[config.mk]
export PLATFORM = sky130hd
export DESIGN_NAME = dcache_tag_ctrl
export DESIGN_NICKNAME = d
export VERILOG_FILES = /design/src/rtl/dcache_pkg.sv /design/src/rtl/dcache_tag_fwd.sv /design/src/rtl/dcache_tag_ctrl.sv
export SDC_FILE = /design/constraint.sdc
export NUM_CORES = 1
export LEC_CHECK = 0
export BUFFER_PORTS_ARGS = -buffer_cell sky130_fd_sc_hd__buf_4
export CORE_ASPECT_RATIO = 0.9
export CORE_MARGIN = 8
export CORE_UTILIZATION = 51
export DETAILED_ROUTE_END_ITERATION = 6
export GPL_TIMING_DRIVEN = 0
export PLACE_DENSITY = 0.79
export SYNTH_ARGS = -nofsm -noshare
export SYNTH_HDL_FRONTEND = slang
export SYNTH_SLANG_ARGS = --single-unit
[constraint.sdc]
create_clock -name clk -period 2.9 [get_ports clk]
set_input_delay 0.29 -clock clk [delete_from_list [all_inputs] [get_ports clk]]
set_output_delay 0.29 -clock clk [all_outputs]
set_load 0.02 [all_outputs]
[src/rtl/dcache_pkg.sv]
// Shared constants and types for the D-cache tag lookup/maintenance engine.
// Tag RAM entry layout is {valid, tag}; the stats macro is DCACHE_TAG_STATS_EN.
package dcache_pkg;

    localparam int ADDR_W = 32;
    localparam int IDX_W  = 9;
    localparam int OFS_W  = 3;
    localparam int TAG_W  = ADDR_W - IDX_W - OFS_W;
    localparam int DEPTH  = 1 << IDX_W;

    typedef struct packed {
        logic             valid;
        logic [TAG_W-1:0] tag;
    } tag_entry_t;

    typedef enum logic {
        WC_FILL  = 1'b0,
        WC_INVAL = 1'b1
    } wc_op_e;

    typedef enum logic {
        ST_INIT = 1'b0,
        ST_RUN  = 1'b1
    } state_e;

    // RAM word written by a write command: fill stores {1,tag}, invalidate clears the word.
    function automatic tag_entry_t wc_entry(input wc_op_e op, input logic [TAG_W-1:0] tag);
        tag_entry_t e;
        e.valid = (op == WC_FILL);
        e.tag   = (op == WC_FILL) ? tag : '0;
        return e;
    endfunction

endpackage

[src/rtl/dcache_tag_fwd.sv]
// S1 tag compare with write forwarding around the RAM read-during-write hazard.
// A write in the current cycle overrides the registered write from the previous cycle.
module dcache_tag_fwd
    import dcache_pkg::*;
(
    input  tag_entry_t       i_rd_data,
    input  logic             i_wq_valid,
    input  logic [IDX_W-1:0] i_wq_idx,
    input  tag_entry_t       i_wq_data,
    input  logic             i_wc_valid,
    input  logic [IDX_W-1:0] i_wc_idx,
    input  tag_entry_t       i_wc_data,
    input  logic [IDX_W-1:0] i_s1_idx,
    input  logic [TAG_W-1:0] i_s1_tag,
    output logic             o_hit,
    output tag_entry_t       o_entry
);

    tag_entry_t w_entry;

    always_comb begin
        w_entry = i_rd_data;
        if (i_wq_valid && (i_wq_idx == i_s1_idx)) begin
            w_entry = i_wq_data;
        end
        if (i_wc_valid && (i_wc_idx == i_s1_idx)) begin
            w_entry = i_wc_data;
        end
    end

    assign o_entry = w_entry;
    assign o_hit   = w_entry.valid && (w_entry.tag == i_s1_tag);

endmodule

[src/rtl/dcache_tag_ctrl.sv]
// D-cache tag RAM controller: post-reset clear sweep, pipelined lookups, fill/invalidate writes.
// Optional hit/miss counters are built when DCACHE_TAG_STATS_EN is defined.
module dcache_tag_ctrl
    import dcache_pkg::*;
(
    input  logic              clk,
    input  logic              rst,
    input  logic              lk_valid,
    output logic              lk_ready,
    input  logic [ADDR_W-1:0] lk_addr,
    output logic              rsp_valid,
    output logic              rsp_hit,
    output logic [TAG_W-1:0]  rsp_victim_tag,
    output logic              rsp_victim_valid,
    input  logic              wc_valid,
    output logic              wc_ready,
    input  logic              wc_op,
    input  logic [ADDR_W-1:0] wc_addr,
    output logic [IDX_W-1:0]  tag_rd_addr,
    input  logic [TAG_W:0]    tag_rd_data,
    output logic [IDX_W-1:0]  tag_wr_addr,
    output logic [TAG_W:0]    tag_wr_data,
    output logic              tag_wr_en,
    output logic              init_done
`ifdef DCACHE_TAG_STATS_EN
    ,
    output logic [31:0]       stat_hits,
    output logic [31:0]       stat_misses
`endif
);

    state_e           r_state;
    state_e           w_state_next;
    logic [IDX_W-1:0] r_count;

    logic             w_run;
    logic             w_lk_acc;
    logic             w_wc_acc;
    logic [IDX_W-1:0] w_lk_idx;
    logic [TAG_W-1:0] w_lk_tag;
    logic [IDX_W-1:0] w_wc_idx;
    logic [TAG_W-1:0] w_wc_tag;
    tag_entry_t       w_wr_entry;
    logic             w_unused_ofs;

    logic [IDX_W-1:0] r_rd_addr;
    logic             r_s1_valid;
    logic [TAG_W-1:0] r_s1_tag;
    logic [IDX_W-1:0] r_s1_idx;

    logic             r_wq_valid;
    logic [IDX_W-1:0] r_wq_idx;
    tag_entry_t       r_wq_data;

    logic             w_fwd_hit;
    tag_entry_t       w_fwd_entry;

    logic             r_rsp_valid;
    logic             r_rsp_hit;
    tag_entry_t       r_rsp_entry;

    assign w_lk_tag     = lk_addr[ADDR_W-1 -: TAG_W];
    assign w_lk_idx     = lk_addr[OFS_W +: IDX_W];
    assign w_wc_tag     = wc_addr[ADDR_W-1 -: TAG_W];
    assign w_wc_idx     = wc_addr[OFS_W +: IDX_W];
    assign w_unused_ofs = ^{lk_addr[OFS_W-1:0], wc_addr[OFS_W-1:0]};

    assign w_run    = (r_state == ST_RUN);
    assign w_lk_acc = lk_valid && w_run;
    assign w_wc_acc = wc_valid && w_run;

    assign lk_ready  = w_run;
    assign wc_ready  = w_run;
    assign init_done = w_run;

    always_ff @(posedge clk) begin
        if (rst) begin
            r_state <= ST_INIT;
            r_count <= '0;
        end else begin
            r_state <= w_state_next;
            if (r_state == ST_INIT) begin
                r_count <= r_count + 1'b1;
            end
        end
    end

    always_comb begin
        w_state_next = r_state;
        if ((r_state == ST_INIT) && (r_count == IDX_W'(DEPTH - 1))) begin
            w_state_next = ST_RUN;
        end
    end

    // Sweep writes are held off while rst is high so the sweep starts on the first free cycle.
    always_comb begin
        tag_wr_en   = 1'b0;
        tag_wr_addr = w_wc_idx;
        w_wr_entry  = '0;
        if (r_state == ST_INIT) begin
            tag_wr_en   = !rst;
            tag_wr_addr = r_count;
        end else if (w_wc_acc) begin
            tag_wr_en   = 1'b1;
            w_wr_entry  = wc_entry(wc_op_e'(wc_op), w_wc_tag);
        end
    end

    assign tag_wr_data = w_wr_entry;
    assign tag_rd_addr = w_lk_acc ? w_lk_idx : r_rd_addr;

    always_ff @(posedge clk) begin
        if (rst) begin
            r_rd_addr  <= '0;
            r_s1_valid <= 1'b0;
            r_s1_tag   <= '0;
            r_s1_idx   <= '0;
            r_wq_valid <= 1'b0;
            r_wq_idx   <= '0;
            r_wq_data  <= '0;
        end else begin
            r_s1_valid <= w_lk_acc;
            if (w_lk_acc) begin
                r_rd_addr <= w_lk_idx;
                r_s1_tag  <= w_lk_tag;
                r_s1_idx  <= w_lk_idx;
            end
            r_wq_valid <= tag_wr_en;
            r_wq_idx   <= tag_wr_addr;
            r_wq_data  <= w_wr_entry;
        end
    end

    dcache_tag_fwd u_fwd (
        .i_rd_data  (tag_rd_data),
        .i_wq_valid (r_wq_valid),
        .i_wq_idx   (r_wq_idx),
        .i_wq_data  (r_wq_data),
        .i_wc_valid (tag_wr_en),
        .i_wc_idx   (tag_wr_addr),
        .i_wc_data  (w_wr_entry),
        .i_s1_idx   (r_s1_idx),
        .i_s1_tag   (r_s1_tag),
        .o_hit      (w_fwd_hit),
        .o_entry    (w_fwd_entry)
    );

    always_ff @(posedge clk) begin
        if (rst) begin
            r_rsp_valid <= 1'b0;
            r_rsp_hit   <= 1'b0;
            r_rsp_entry <= '0;
        end else begin
            r_rsp_valid <= r_s1_valid;
            if (r_s1_valid) begin
                r_rsp_hit   <= w_fwd_hit;
                r_rsp_entry <= w_fwd_entry;
            end
        end
    end

    assign rsp_valid        = r_rsp_valid;
    assign rsp_hit          = r_rsp_hit;
    assign rsp_victim_tag   = r_rsp_entry.tag;
    assign rsp_victim_valid = r_rsp_entry.valid;

`ifdef DCACHE_TAG_STATS_EN
    logic [31:0] r_stat_hits;
    logic [31:0] r_stat_misses;

    always_ff @(posedge clk) begin
        if (rst) begin
            r_stat_hits   <= '0;
            r_stat_misses <= '0;
        end else if (w_run && r_rsp_valid) begin
            if (r_rsp_hit) begin
                if (r_stat_hits != '1) begin
                    r_stat_hits <= r_stat_hits + 32'd1;
                end
            end else if (r_stat_misses != '1) begin
                r_stat_misses <= r_stat_misses + 32'd1;
            end
        end
    end

    assign stat_hits   = r_stat_hits;
    assign stat_misses = r_stat_misses;
`else
    // No statistics counters in this build.
`endif

endmodule

==> results.ini, run 1 <==
[power_and_ir_drop]
finalPower_uw=2732
intPower_uw=1975
switching_share=0.2770
pwr-share-seq=0.523
vdd_drop_max_v=0.0002387
leakage_uw=0.002974
p_sw_uw=756.9
pwr-share-comb=0.139
pwr-share-clk=0.338
p_per_area_nw_per_um2=425.6

[global_route]
grt_antenna_before_repair=0
grt-ovfl-total=0
grt_start_max_net_pins=21
grt_pass1_wl_um=24160
grt.total_usage=0.2366
grt_pass1_vias=4470

[finish]
n_fill_cell=744
diodes=0
final_common_cell=buf_4
syn2layout_area_growth_pct=33.76
nets=812
post-route-cell-area_um2=6420
layout_common_cells=buf_4 (154), dfxtp_1 (101), nand2_1 (66)
drive_above_1_share=0.2924

[min_path]
min_path_cells=2
hold_class=in -> reg

[cts]
cts_tree=yes
cts_buffers=9
clockBufferDepth=2
cts-root-buf=clkbuf_8
ctsHoldBuffers=0
path_clk_slew_ps=110
cts.sink_count=103
insertion_delay_ps=370
cts.htree.levels=3

[timing]
fin_skew_ps=15.42
finalHoldViolCount=0
maxClockFrequency_ghz=0.3521
slew_viol_final=0
slew_headroom=0.4775
worst_slew_pin_slew_ps=783.7
finalSetupViolCount=0
finalCritPeriodShare=0.9793
post-route-min-period_ps=2840

[yosys]
syn_nets=649
synth_edf_count=0
syn_avg_cell_area_um2=8.617
synth-seq-area-share=0.4296
ys_ff_latch=103
yosys_warnings=0
syn_inst=557
async_flop_share=0
ys_types=45
ys.flop_type=dfxtp_1
synth_area_um2=4800

[routing]
ant_nets=0
met2_length_um=6697
routed_wl_um=15690
top_layer=met4
via_per_inst=5.306
dr.pass1.iters=5
wl_met1_um=7501
vias=4494
drt_iter0_drc=287
dr_wl_met3_um=1359
routedWlPerCell_um=18.53
drc=0

[floorplanning]
io_pins=156
die_w_um=118.3
initial_core_util=0.5260
core-area_um2=9125
die_area_um2=12780
rows=33
die_h_um=108.0

[critical_path]
critPathKind=reg -> reg
reg2regPathDepth=11
worstPathRequired_ps=3200
cp-start-kind=register
crit_arrival_ps=3140
path_max_fanout=10
end_kind=register

[placed_design]
io_buffers=149
dpl.hpwl_um=12710
gp_congestion=0.8985
placed_area_um2=6071

[run]
maxCapViolations=0

[run_status]
status=completed

worst max-delay path, stage by stage (launching register included):
cell and delay [ps]:
dfxtp_1 430, xnor2_1 150, nand4_1 160, nor3_4 300
clkbuf_4 300, buf_4 240, mux2i_1 320, and2_1 210
nor3_1 60, nor4_1 330, nand4_1 130, o22ai_1 140
power by group through the flow:
stage	Combinational [uW]	Clock, uW	Sequential (uW)
finish	381	924	1430
global route	403	994	1430
CTS	362	934	1430
detailed placement	350	0	1460
global placement	347	0	1460
floorplan	194	0	1460
path summary, 6_finish.rpt:
check | startpoint | end | slack (ps)
max | r_s1_idx[1] | rsp_hit | 60
min | wc_addr[29] | r_wq_data[17] | 130
max reg2reg | r_s1_idx[1] | rsp_hit | 60
min reg2reg | rsp_victim_tag[9] | rsp_victim_tag[9] | 480
final cells by class:
class                      count  area (um2)  area share
clock buffer                  10       137.6     0.02144
tap                          122       152.6     0.02378
multi-input combinational    390        2546      0.3966
inverter                      28       105.1     0.01637
clock inverter                 6       67.56     0.01052
sequential                   103        2067      0.3220
timing repair buffer         152        1139      0.1774
buffer                        36       205.2     0.03196
synth_stat cells, types with 5 or more instances:
library cell | n | area [um2]
and3_1 | 12 | 75.07
xor2_1 | 10 | 87.58
mux2i_1 | 38 | 380.4
nand3_1 | 6 | 30.03
nor2_1 | 60 | 225.2
a21o_1 | 10 | 75.07
xnor2_1 | 20 | 175.2
mux2_2 | 11 | 123.9
buf_1 | 5 | 18.77
nor3_1 | 15 | 75.07
nand2_1 | 66 | 247.7
a22oi_1 | 7 | 52.55
dfxtp_1 | 103 | 2062
a21oi_1 | 47 | 235.2
clkbuf_1 | 20 | 75.07
and2_1 | 33 | 206.5
nor2b_1 | 14 | 87.58
inv_1 | 28 | 105.1
nand4_1 | 5 | 31.28
logic make-up (layout without fill, tap and decap cells):
logic type,count (synthesis),count (layout),synth area share
DFF,103,103,0.4296
xor gates and xnor gates,30,30,0.05474
buffers and inverters,64,232,0.06048
muxes,51,51,0.1126
adders and majority gates,2,2,0.005213
AOI/OAI and AO/OA,84,84,0.1121
and+or+nand+nor,223,223,0.2252
metal layers:
metal,GRT usage,up-vias
li1,-,2183
met1,0.3321,2113
met2,0.3583,185
met3,0.06250,13
met4,0.04840,0
met5,0,-
through the flow:
stage / util / TNS [ps] / hold WS, ps / cells / worst slack, ps
after floorplan: - / 0 / 411.7 / 557 / 302.8
after global placement: 0.6653 / -188.9 / 460.2 / 828 / -188.9
after detailed placement: 0.6653 / -147.4 / 468.4 / 828 / -147.4
after CTS: 0.6940 / 0 / 122.8 / 846 / 3.511
after global routing: 0.7036 / -8.057 / 117.8 / 847 / -8.057
final: 0.7036 / 0 / 133.5 / 847 / 60.10
sequential cells by signal, indices dropped and copies added (netlist names):
signal	cells
init_done	1
r_s1_tag	20
r_rd_addr	9
r_wq_idx	9
r_wq_data	21
r_s1_valid	1
rsp_valid	1
rsp_hit	1
rsp_victim_tag	20
r_count	9
r_wq_valid	1
r_s1_idx	9
rsp_victim_valid	1
timing repair:
| item | in CTS | in global routing |
|---|---|---|
| pin swaps | 2 | 2 |
| cloned | 0 | 1 |
| endpoints found under the setup margin | 1 | 1 |
| setup buffers | 2 | 0 |
| resized for setup | 8 | 21 |
(Power assumes the default switching activity.)
==> run 2: changes to the inputs <==
Settings changed: CORE_UTILIZATION 51 to 50, PLACE_DENSITY 0.79 to 0.78.
==> run 2 against run 1 <==
Compared with the run above:
- sequential cell count unchanged
- cell count rose by 1.3%
- largest power group unchanged
- die area increased by 1.7%
- worst hold slack worse by 12 ps
- via count up 1.4%
- highest routed layer unchanged
- first-iteration DRC count grew 28%
- clock skew rose by 1.3 ps
- critical endpoint unchanged
- final area grew 1.6%
- largest cell class unchanged
- critical path depth rose by 3
==> results.ini, run 2 (same netlist as run 1, synthesis figures left out) <==
[run_status]
status=completed

[run]
maxCapViolations=0

[floorplanning]
core-area_um2=9487
initial_core_util=0.5059
rows=34
die_area_um2=13000
die_w_um=119.3
io_pins=156
die_h_um=109.0

[global_route]
grt_start_max_net_pins=20
grt_pass1_wl_um=24480
grt-ovfl-total=0
grt_pass1_vias=4577
grt_antenna_before_repair=0
grt.total_usage=0.2390

[power_and_ir_drop]
leakage_uw=0.003031
p_per_area_nw_per_um2=427.8
finalPower_uw=2790
vdd_drop_max_v=0.0002906

[critical_path]
path_max_fanout=7
crit_family=buffers and inverters
critPathKind=reg -> reg
worstPathRequired_ps=3200
slowest_stage=dfxtp_4
end_kind=register
slowest_delay_ps=380
critPathBufInv=5
crit_arrival_ps=3150
crit_chain=buf_12 -> buf_12 -> mux2i_4 -> xnor2_2 -> nor4_2 -> buf_4 -> nand3_4 -> buf_6 -> buf_4 -> mux2_2 -> xor2_1 -> a21oi_1 -> nand4_1 -> o22ai_1
cp-start-kind=register

[timing]
worst_slew_pin_slew_ps=732.9
tns_ps=0
fin_skew_ps=16.73
finalHoldViolCount=0
finalSetupViolCount=0
slew_headroom=0.5114
hold_ws_ps=121.9
maxClockFrequency_ghz=0.3514
post-route-min-period_ps=2845
finalCritPeriodShare=0.9812
slew_viol_final=0

[finish]
drive_above_1_share=0.3046
regMostFlops=r_wq_data
layout_common_cells=buf_4 (161), dfxtp_1 (101), nand2_1 (66)
diodes=0
syn2layout_area_growth_pct=35.87
post-route-cell-area_um2=6521
largest_reg_flops=21
nets=819
final_common_cell=buf_4

[cts]
clockBufferDepth=2
cts_tree=yes
insertion_delay_ps=380
cts.sink_count=103
path_clk_slew_ps=100
cts-root-buf=clkbuf_8
cts.htree.levels=3
cts_buffers=9

[min_path]
hold_class=in -> reg

[routing]
via_per_inst=5.314
routed_wl_um=15870
routedWlPerCell_um=18.50
vias=4559
drt_iter0_drc=368
drc=0
dr.pass1.iters=6
ant_nets=0

[placed_design]
io_buffers=149
placed_area_um2=6076
gp_congestion=0.9276
dpl.hpwl_um=12680

[run 2: cell type report]
class                           count  area [um2]
Buffer                             36       215.2
Clock buffer                        9       123.9
Clock inverter                      7       88.84
Fill cell                         789        2965
Inverter                           28       105.1
Multi-Input combinational cell    390        2572
Sequential cell                   103        2067
Tap cell                          126       157.7
Timing Repair Buffer              159        1191
[run 2: timing repair]
| item | 4_1_cts | 5_1_grt |
|---|---|---|
| setup buffers | 3 | 6 |
| pin swaps | 2 | 5 |
| resized for setup | 12 | 25 |
| hold buffers | 0 | 0 |
| cloned | 1 | 0 |
| endpoints found under the setup margin | 1 | 3 |
[run 2: worst register-to-register path: cells and delay by family, from the launching register on]
family                    cells  cell delay, ps
buffers and inverters         5             760
muxes                         2             570
and+or+nand+nor               3             530
DFF                           1             380
AOI/OAI and AO/OA             2             290
xor gates and xnor gates      2             240
[run 2: worst paths after layout]
kind | start | endpoint | slack, ps | cells after the start
max reg2reg | init_done | rsp_hit | 50 | 14
min reg2reg | rsp_victim_tag[9] | rsp_victim_tag[9] | 480 | 2
min | wc_addr[22] | r_wq_data[10] | 120 | 2
max | init_done | rsp_hit | 50 | 14
[run 2: where the power goes]
part / switching (uW) / internal, uW / leakage (uW) / total (uW)
Combinational: 200 / 198 / 0.00209 / 398
Sequential: 7.52 / 1420 / 0.000832 / 1430
Clock: 545 / 419 / 0.000109 / 964
Total: 753 / 2040 / 0.00303 / 2790
[run 2: layer usage]
layer / vias up / global-route usage / wire length, um
met4: 0 / 0.06853 / 257
met1: 2111 / 0.3275 / 7286
met5: - / 0 / 0
li1: 2203 / - / -
met3: 24 / 0.06781 / 1365
met2: 221 / 0.3599 / 6962
[run 2: metrics by stage]
stage / setup slack [ps] / utilization / instances
finish: 54.60 / 0.6874 / 858
global route: -61.40 / 0.6874 / 858
detailed placement: -180.4 / 0.6405 / 832
floorplan: 302.8 / - / 557
CTS: 12.67 / 0.6716 / 852
global placement: -138.5 / 0.6405 / 832
